$ cat config.mk
export PLATFORM = sky130hd
export DESIGN_NAME = job_sequencer_flat
export DESIGN_NICKNAME = d
export VERILOG_FILES = /design/src/rtl/job_sequencer_pkg.sv /design/src/rtl/job_sequencer_if.sv /design/src/rtl/job_sequencer_fifo.sv /design/src/rtl/job_sequencer.sv /design/src/flat_wrapper.sv
export SDC_FILE = /design/constraint.sdc
export NUM_CORES = 1
export LEC_CHECK = 0
export CAP_MARGIN = 10
export CORE_ASPECT_RATIO = 0.8
export CORE_MARGIN = 2
export CORE_UTILIZATION = 59
export CTS_BUF_LIST = sky130_fd_sc_hd__clkbuf_16
export DETAILED_ROUTE_END_ITERATION = 8
export HOLD_SLACK_MARGIN = 0.03
export PLACE_DENSITY = 0.87
export REMOVE_ABC_BUFFERS = 1
export SYNTH_ARGS = -nofsm -noshare
export SYNTH_HDL_FRONTEND = slang
export SYNTH_HIERARCHICAL = 1
export SYNTH_SLANG_ARGS = --single-unit
$ cat constraint.sdc
create_clock -name clk -period 5.4 [get_ports clk]
set_clock_uncertainty 0.05 [all_clocks]
set_input_delay 0.54 -clock clk [delete_from_list [all_inputs] [get_ports clk]]
set_output_delay 0.54 -clock clk [all_outputs]
set_load 0.02 [all_outputs]
$ cat src/rtl/job_sequencer_pkg.sv
// Purpose: shared encodings and defaults for the job sequencer slice.
// Latency: n/a (types and constants only).
// Backpressure: n/a.
package job_sequencer_pkg;

  // Default width of the job tag carried end to end.
  localparam int ID_W_DEF = 4;

  // Sequencer state encoding, 3 bits.
  typedef enum logic [2:0] {
    ST_IDLE    = 3'd0,
    ST_ISSUE   = 3'd1,
    ST_WAIT    = 3'd2,
    ST_DONE_OK = 3'd3,
    ST_DONE_TO = 3'd4,
    ST_GAP     = 3'd5
  } state_e;

endpackage

$ cat src/rtl/job_sequencer_if.sv
// Purpose: bundles the host request, engine and completion signals of the sequencer.
// Latency: n/a (wires only).
// Backpressure: req_ready throttles req_valid; the engine and completion sides have none.
// Ports: master = host/engine side (drives req_*, eng_done); slave = sequencer side.
interface job_sequencer_if import job_sequencer_pkg::*; #(
  parameter int ID_W  = ID_W_DEF,
  parameter int CNT_W = 8
);
  logic             req_valid;
  logic             req_ready;
  logic [ID_W-1:0]  req_id;
  logic             eng_start;
  logic             eng_done;
  logic             busy;
  logic [ID_W-1:0]  cur_id;
  logic             cpl_valid;
  logic [ID_W-1:0]  cpl_id;
  logic             cpl_timeout;
  logic [CNT_W-1:0] job_count;
  logic             err_stray;

  modport master (
    output req_valid, req_id, eng_done,
    input  req_ready, eng_start, busy, cur_id, cpl_valid, cpl_id, cpl_timeout,
           job_count, err_stray
  );

  modport slave (
    input  req_valid, req_id, eng_done,
    output req_ready, eng_start, busy, cur_id, cpl_valid, cpl_id, cpl_timeout,
           job_count, err_stray
  );
endinterface

$ cat src/rtl/job_sequencer_fifo.sv
// Purpose: small synchronous request FIFO holding job tags (module job_fifo).
// Latency: a push is visible at the head on the next cycle; the head is read combinationally.
// Backpressure: pushes while full and pops while empty are dropped; o_full/o_empty flag it.
// Ports: clk, rst_n; i_push/i_dat write side; i_pop read side; o_head, o_full, o_empty.
module job_fifo #(
  parameter int ID_W  = 4,
  parameter int DEPTH = 4
) (
  input  logic            clk,
  input  logic            rst_n,
  input  logic            i_push,
  input  logic [ID_W-1:0] i_dat,
  input  logic            i_pop,
  output logic [ID_W-1:0] o_head,
  output logic            o_full,
  output logic            o_empty
);
  localparam int AW = $clog2(DEPTH);

  logic [ID_W-1:0] r_mem [DEPTH];
  // Pointers carry one extra wrap bit so full and empty are distinguishable.
  logic [AW:0]     r_wr_ptr;
  logic [AW:0]     r_rd_ptr;
  logic            w_push;
  logic            w_pop;

  assign o_empty = (r_wr_ptr == r_rd_ptr);
  assign o_full  = (r_wr_ptr[AW] != r_rd_ptr[AW]) &&
                   (r_wr_ptr[AW-1:0] == r_rd_ptr[AW-1:0]);
  assign w_push  = i_push && !o_full;
  assign w_pop   = i_pop && !o_empty;
  assign o_head  = r_mem[r_rd_ptr[AW-1:0]];

  always_ff @(posedge clk or negedge rst_n) begin
    if (!rst_n) begin
      r_wr_ptr <= '0;
      r_rd_ptr <= '0;
    end else begin
      if (w_push) r_wr_ptr <= r_wr_ptr + 1'b1;
      if (w_pop)  r_rd_ptr <= r_rd_ptr + 1'b1;
    end
  end

  // Storage needs no reset: an entry is only read after it has been written.
  always_ff @(posedge clk) begin
    if (w_push) r_mem[r_wr_ptr[AW-1:0]] <= i_dat;
  end
endmodule

$ cat src/rtl/job_sequencer.sv
// Purpose: queues job requests and runs them one at a time on the engine, with a watchdog.
// Latency: request accepted in cycle 0 into an idle, empty block starts the engine in cycle 2;
//          completion strobe one cycle after done/timeout; next start 2+GAP_CYC cycles later.
// Backpressure: req_ready drops while the request FIFO is full; engine side has none.
// Ports: clk, rst_n (async, active-low); bus = job_sequencer_if.slave carrying req_*,
//        eng_start/eng_done, busy, cur_id, cpl_valid/cpl_id/cpl_timeout, job_count, err_stray.
module job_sequencer import job_sequencer_pkg::*; #(
  parameter int ID_W        = ID_W_DEF,
  parameter int DEPTH       = 4,
  parameter int TIMEOUT_CYC = 16,
  parameter int GAP_CYC     = 1,
  parameter int CNT_W       = 8
) (
  input  logic          clk,
  input  logic          rst_n,
  job_sequencer_if.slave bus
);
  localparam int TMR_W = $clog2(TIMEOUT_CYC);
  localparam int GAP_W = (GAP_CYC < 2) ? 1 : $clog2(GAP_CYC);
  localparam logic [TMR_W-1:0] TMR_LAST = TMR_W'(TIMEOUT_CYC - 1);
  localparam logic [GAP_W-1:0] GAP_LAST = GAP_W'((GAP_CYC > 0) ? GAP_CYC - 1 : 0);

  state_e           r_state;
  state_e           w_state_nxt;
  logic             w_pop;
  logic [ID_W-1:0]  w_head;
  logic             w_full;
  logic             w_empty;
  logic [TMR_W-1:0] r_timer;
  logic [GAP_W-1:0] r_gap;
  logic [ID_W-1:0]  r_cur_id;
  logic             r_cpl_valid;
  logic [ID_W-1:0]  r_cpl_id;
  logic             r_cpl_timeout;
  logic [CNT_W-1:0] r_job_count;
  logic             r_err_stray;
  logic             w_wait_exit;

  job_fifo #(.ID_W(ID_W), .DEPTH(DEPTH)) u_fifo (
    .clk     (clk),
    .rst_n   (rst_n),
    .i_push  (bus.req_valid),
    .i_dat   (bus.req_id),
    .i_pop   (w_pop),
    .o_head  (w_head),
    .o_full  (w_full),
    .o_empty (w_empty)
  );

  always_ff @(posedge clk or negedge rst_n) begin
    if (!rst_n) r_state <= ST_IDLE;
    else        r_state <= w_state_nxt;
  end

  always_comb begin
    w_state_nxt = r_state;
    w_pop       = 1'b0;
    case (r_state)
      ST_IDLE: begin
        if (!w_empty) begin
          w_state_nxt = ST_ISSUE;
          w_pop       = 1'b1;
        end
      end
      ST_ISSUE: w_state_nxt = ST_WAIT;
      ST_WAIT: begin
        // A done arriving on the last timer cycle still counts as success.
        if (bus.eng_done)            w_state_nxt = ST_DONE_OK;
        else if (r_timer == TMR_LAST) w_state_nxt = ST_DONE_TO;
      end
      ST_DONE_OK, ST_DONE_TO: w_state_nxt = (GAP_CYC > 0) ? ST_GAP : ST_IDLE;
      ST_GAP: begin
        if (r_gap == GAP_LAST) w_state_nxt = ST_IDLE;
      end
      default: w_state_nxt = ST_IDLE;
    endcase
  end

  assign w_wait_exit = (r_state == ST_WAIT) && (w_state_nxt != ST_WAIT);

  always_ff @(posedge clk or negedge rst_n) begin
    if (!rst_n) begin
      r_timer       <= '0;
      r_gap         <= '0;
      r_cur_id      <= '0;
      r_cpl_valid   <= 1'b0;
      r_cpl_id      <= '0;
      r_cpl_timeout <= 1'b0;
      r_job_count   <= '0;
      r_err_stray   <= 1'b0;
    end else begin
      if (r_state == ST_ISSUE)     r_timer <= '0;
      else if (r_state == ST_WAIT) r_timer <= r_timer + 1'b1;

      if (r_state == ST_GAP) r_gap <= r_gap + 1'b1;
      else                   r_gap <= '0;

      if (w_pop) r_cur_id <= w_head;

      // Completion fields are registered so the strobe lines up with DONE_*.
      r_cpl_valid   <= w_wait_exit;
      r_cpl_timeout <= w_wait_exit && (w_state_nxt == ST_DONE_TO);
      if (w_wait_exit) r_cpl_id <= r_cur_id;

      if (w_wait_exit && (w_state_nxt == ST_DONE_OK)) r_job_count <= r_job_count + 1'b1;

      if (bus.eng_done && (r_state != ST_WAIT)) r_err_stray <= 1'b1;
    end
  end

  assign bus.req_ready   = !w_full;
  assign bus.eng_start   = (r_state == ST_ISSUE);
  assign bus.busy        = (r_state != ST_IDLE) || !w_empty;
  assign bus.cur_id      = r_cur_id;
  assign bus.cpl_valid   = r_cpl_valid;
  assign bus.cpl_id      = r_cpl_id;
  assign bus.cpl_timeout = r_cpl_timeout;
  assign bus.job_count   = r_job_count;
  assign bus.err_stray   = r_err_stray;
endmodule

$ cat src/flat_wrapper.sv
// flat-port wrapper written by rule: the top's interface ports become plain ports
module job_sequencer_flat import job_sequencer_pkg::*;
#(
  parameter int ID_W        = ID_W_DEF,
  parameter int DEPTH       = 4,
  parameter int TIMEOUT_CYC = 16,
  parameter int GAP_CYC     = 1,
  parameter int CNT_W       = 8
)
  (clk, rst_n, bus_req_valid, bus_req_id, bus_eng_done, bus_req_ready, bus_eng_start, bus_busy, bus_cur_id, bus_cpl_valid, bus_cpl_id, bus_cpl_timeout, bus_job_count, bus_err_stray);
  job_sequencer_if #(.ID_W(ID_W), .CNT_W(CNT_W)) bus_i ();
  input  logic clk;
  input  logic rst_n;
  input wire logic [$bits(bus_i.req_valid)-1:0] bus_req_valid;
  input wire logic [$bits(bus_i.req_id)-1:0] bus_req_id;
  input wire logic [$bits(bus_i.eng_done)-1:0] bus_eng_done;
  output wire logic [$bits(bus_i.req_ready)-1:0] bus_req_ready;
  output wire logic [$bits(bus_i.eng_start)-1:0] bus_eng_start;
  output wire logic [$bits(bus_i.busy)-1:0] bus_busy;
  output wire logic [$bits(bus_i.cur_id)-1:0] bus_cur_id;
  output wire logic [$bits(bus_i.cpl_valid)-1:0] bus_cpl_valid;
  output wire logic [$bits(bus_i.cpl_id)-1:0] bus_cpl_id;
  output wire logic [$bits(bus_i.cpl_timeout)-1:0] bus_cpl_timeout;
  output wire logic [$bits(bus_i.job_count)-1:0] bus_job_count;
  output wire logic [$bits(bus_i.err_stray)-1:0] bus_err_stray;
  assign bus_i.req_valid = bus_req_valid;
  assign bus_i.req_id = bus_req_id;
  assign bus_i.eng_done = bus_eng_done;
  assign bus_req_ready = bus_i.req_ready;
  assign bus_eng_start = bus_i.eng_start;
  assign bus_busy = bus_i.busy;
  assign bus_cur_id = bus_i.cur_id;
  assign bus_cpl_valid = bus_i.cpl_valid;
  assign bus_cpl_id = bus_i.cpl_id;
  assign bus_cpl_timeout = bus_i.cpl_timeout;
  assign bus_job_count = bus_i.job_count;
  assign bus_err_stray = bus_i.err_stray;
  job_sequencer #(.ID_W(ID_W), .DEPTH(DEPTH), .TIMEOUT_CYC(TIMEOUT_CYC), .GAP_CYC(GAP_CYC), .CNT_W(CNT_W)) u_core (.clk(clk), .rst_n(rst_n), .bus(bus_i));
endmodule
==> qor.txt <==
status -> complete, no violations
Clock Sink Count -> 49
Chip Width -> 74.2 µm
WP data required -> 4.81 ns
P per Cell Area -> 583 nW/µm²
final cell count without fillers -> 255
GR Util All Layers -> 20.5%
CTS resizes -> 0
Worst Max-Slew Pin Slew -> 0.588 ns
final hold vios -> 0
Multi-input gate area -> 941 µm²
Largest stage delay, worst path -> 0.65 ns
CP max FO -> 8
Std-Cell Rows -> 20
largest net degree at the start of global routing -> 34
Max Freq -> 341 MHz
setup TNS -> 0 ns
placed cells -> 246
GRT Residual Overflow -> 0
P&R area growth vs syn -> 20.3%
DR vias -> 1,418
DRC Markers -> 0
Distinct cells, synth -> 45
Initial Util -> 61.2%
Tmin final -> 2.94 ns
Synth Cell Area -> 2330 µm²
Final Cycle Share -> 54.4%
Final nets -> 214
die footprint -> 4470 µm²
dominant synthesized flop cell -> dfrtp_1
Final HPWL DP -> 2930 µm
DRT iter0 DRCs -> 78
total wire length -> 4060 µm
count of flip-flops with a built-in enable after synthesis -> 16
crit path cell chain -> xor2_2, nor3_1, nand3_1, clkdlybuf4s50_1
FFs w/ async S/R, synth -> 67.3%
vias in the first global route -> 1,353
most common cell in the synthesized netlist -> dfrtp_1
Max Cap Viol -> 0
WL/cell -> 15.9 µm
clock latency on the worst-skew pair -> 0.28 ns
slowest CP cell -> dfrtp_1
Synth area leaders -> dfrtp_1 (35%), edfxtp_1 (21%), mux2_2 (4.4%)
register bit total from synthesis -> 49
post-synth top area cell -> dfrtp_1
Num CTS Buffers -> 5
WP data arrival -> 2.35 ns
Max H-tree Level -> 2
total core area -> 3800 µm²
# port buffers -> 29
initial antenna violation count -> 0
Synthesis Warnings -> 6
Root Buffer Master -> clkbuf_16
Avg Cell Area, Syn -> 13.9 µm²
Ant. Diodes -> 0
Final setup violation count -> 0
ratio of cells with drive above 1 in the final layout -> 18.0%
GP Congestion -> 0.842
IO Pins -> 30
Total Power -> 1.63 mW
first-pass GRT wire length -> 6730 µm
max_slew headroom -> 60.3%
CP Capture Type -> output pin
die height -> 60.2 µm
fin. max-slew vios -> 0
RSZ-0062 raised after global routing -> no
setup bufs post-CTS -> 0
post-synth top area share -> 35.5%
Via density -> 5.56
CTS tree -> done
Reg area -> 1310 µm²
Commonest cells post-synth -> dfrtp_1 (33), edfxtp_1 (16), inv_1 (10), xnor2_1 (10), mux2_2 (9)
Setup CP Type -> flop to output pin
Hold Buf Count CTS -> 0
FILL cells -> 239
clock-pin slew on the worst setup and hold paths -> 0.06 ns
Leak Pwr -> 1.14 nW
HP Class -> flop to flop
nature of the critical path startpoint -> flop
Longest Clk Path Bufs -> 2
sequential area share after synthesis -> 56.1%
Cells after Synth -> 167
Pre-Repair DR Iteration Count -> 4
VDD IR max -> 0.357 mV
ANT nets after route -> 0
==> kinds of logic after synthesis <==
kind of cell,Yosys count,synth area share (%)
DFF,49,56.1
muxes,16,9.73
adders and majority gates,7,3.76
buffers and inverters,16,3.44
and+or+nand+nor,39,11.2
AOI/OAI and AO/OA,24,8.76
xor gates and xnor gates,16,6.99
==> cell type report <==
cell class | instances | share of cell area [%]
Clock buffer | 5 | 4.47
Clock inverter | 3 | 0.626
Inverter | 10 | 1.34
Multi-Input combinational cell | 102 | 33.6
Sequential cell | 49 | 46.7
Tap cell | 55 | 2.46
Timing Repair Buffer | 31 | 10.8
==> critical path: cells and delay by family, from the launching register on <==
family / cells / cell delay (ns)
XOR/XNOR: 1 / 0.22
buffers and inverters: 1 / 0.57
flip-flops: 1 / 0.65
AND/OR/NAND/NOR: 2 / 0.63
==> metal layers <==
layer | GRT usage, % | share of wire (%)
met5 | 0 | 0
met4 | 5.10 | 0.94
met3 | 4.72 | 4.6
met2 | 35.5 | 53
met1 | 26.3 | 42
==> sequential cells by signal, summed over array words and instances, names as in the netlist <==
register	flops
u_core/bus.cur_id	4
u_core/u_fifo/r_wr_ptr	3
u_core/bus.cpl_id	4
u_core/bus.cpl_timeout	1
u_core/u_fifo/r_rd_ptr	3
u_core/bus.err_stray	1
u_core/u_fifo/r_mem	16
u_core/r_state	3
u_core/bus.cpl_valid	1
u_core/r_timer	4
u_core/r_gap	1
u_core/bus.job_count	8
==> stage by stage <==
stage               hold WS [ns]  cell area, µm²  worst slack [ns]  utilization, %
floorplan                  0.194            2280              3.34               -
global placement           0.368            2650              2.73            69.7
detailed placement         0.393            2650              2.62            69.7
CTS                        0.408            2790              2.44            73.5
global route               0.416            2800              2.34            73.6
finish                     0.407            2800              2.46            73.6
==> cells in the final DEF (no fill, tap or decap), types with 2 or more instances in the layout <==
cell             count
nand2b_1             2
xor2_2               2
o31ai_2              2
and3_1               4
inv_1               11
nor3b_1              2
clkbuf_16            5
o21ai_0              5
nand3_1              8
clkdlybuf4s50_1     29
nand2_1              6
edfxtp_1            16
xor2_1               3
nand4_1              2
nor2_1               3
mux2i_1              2
mux2_2               9
ha_1                 7
mux4_2               4
xnor2_1             10
o31ai_1              2
and2_1               2
dfrtp_1             33
a21oi_1              6
==> path summary, 6_finish.rpt <==
check / startpoint / endpoint / slack (ns) / depth (start not counted)
worst min register to register: u_core/bus.err_stray / u_core/bus.err_stray / 0.41 / 1
worst max-delay path: u_core/u_fifo/r_rd_ptr[0] / bus_busy / 2.46 / 4
min in group asynchronous: rst_n / u_core/bus.cpl_id[0] / 0.60 / 2
worst min-delay path: u_core/bus.err_stray / u_core/bus.err_stray / 0.41 / 1
worst max register to register: u_core/u_fifo/r_rd_ptr[0] / u_core/u_fifo/r_rd_ptr[1] / 3.23 / 6
max in group asynchronous: rst_n / u_core/bus.job_count[4] / 4.39 / 2
==> where the power goes <==
group          total, mW  internal (mW)  switching [mW]
combinational      0.692          0.336           0.356
clock              0.295          0.170           0.125
sequential         0.644          0.501           0.144
No activity file was read; power rests on OpenSTA's default activity.
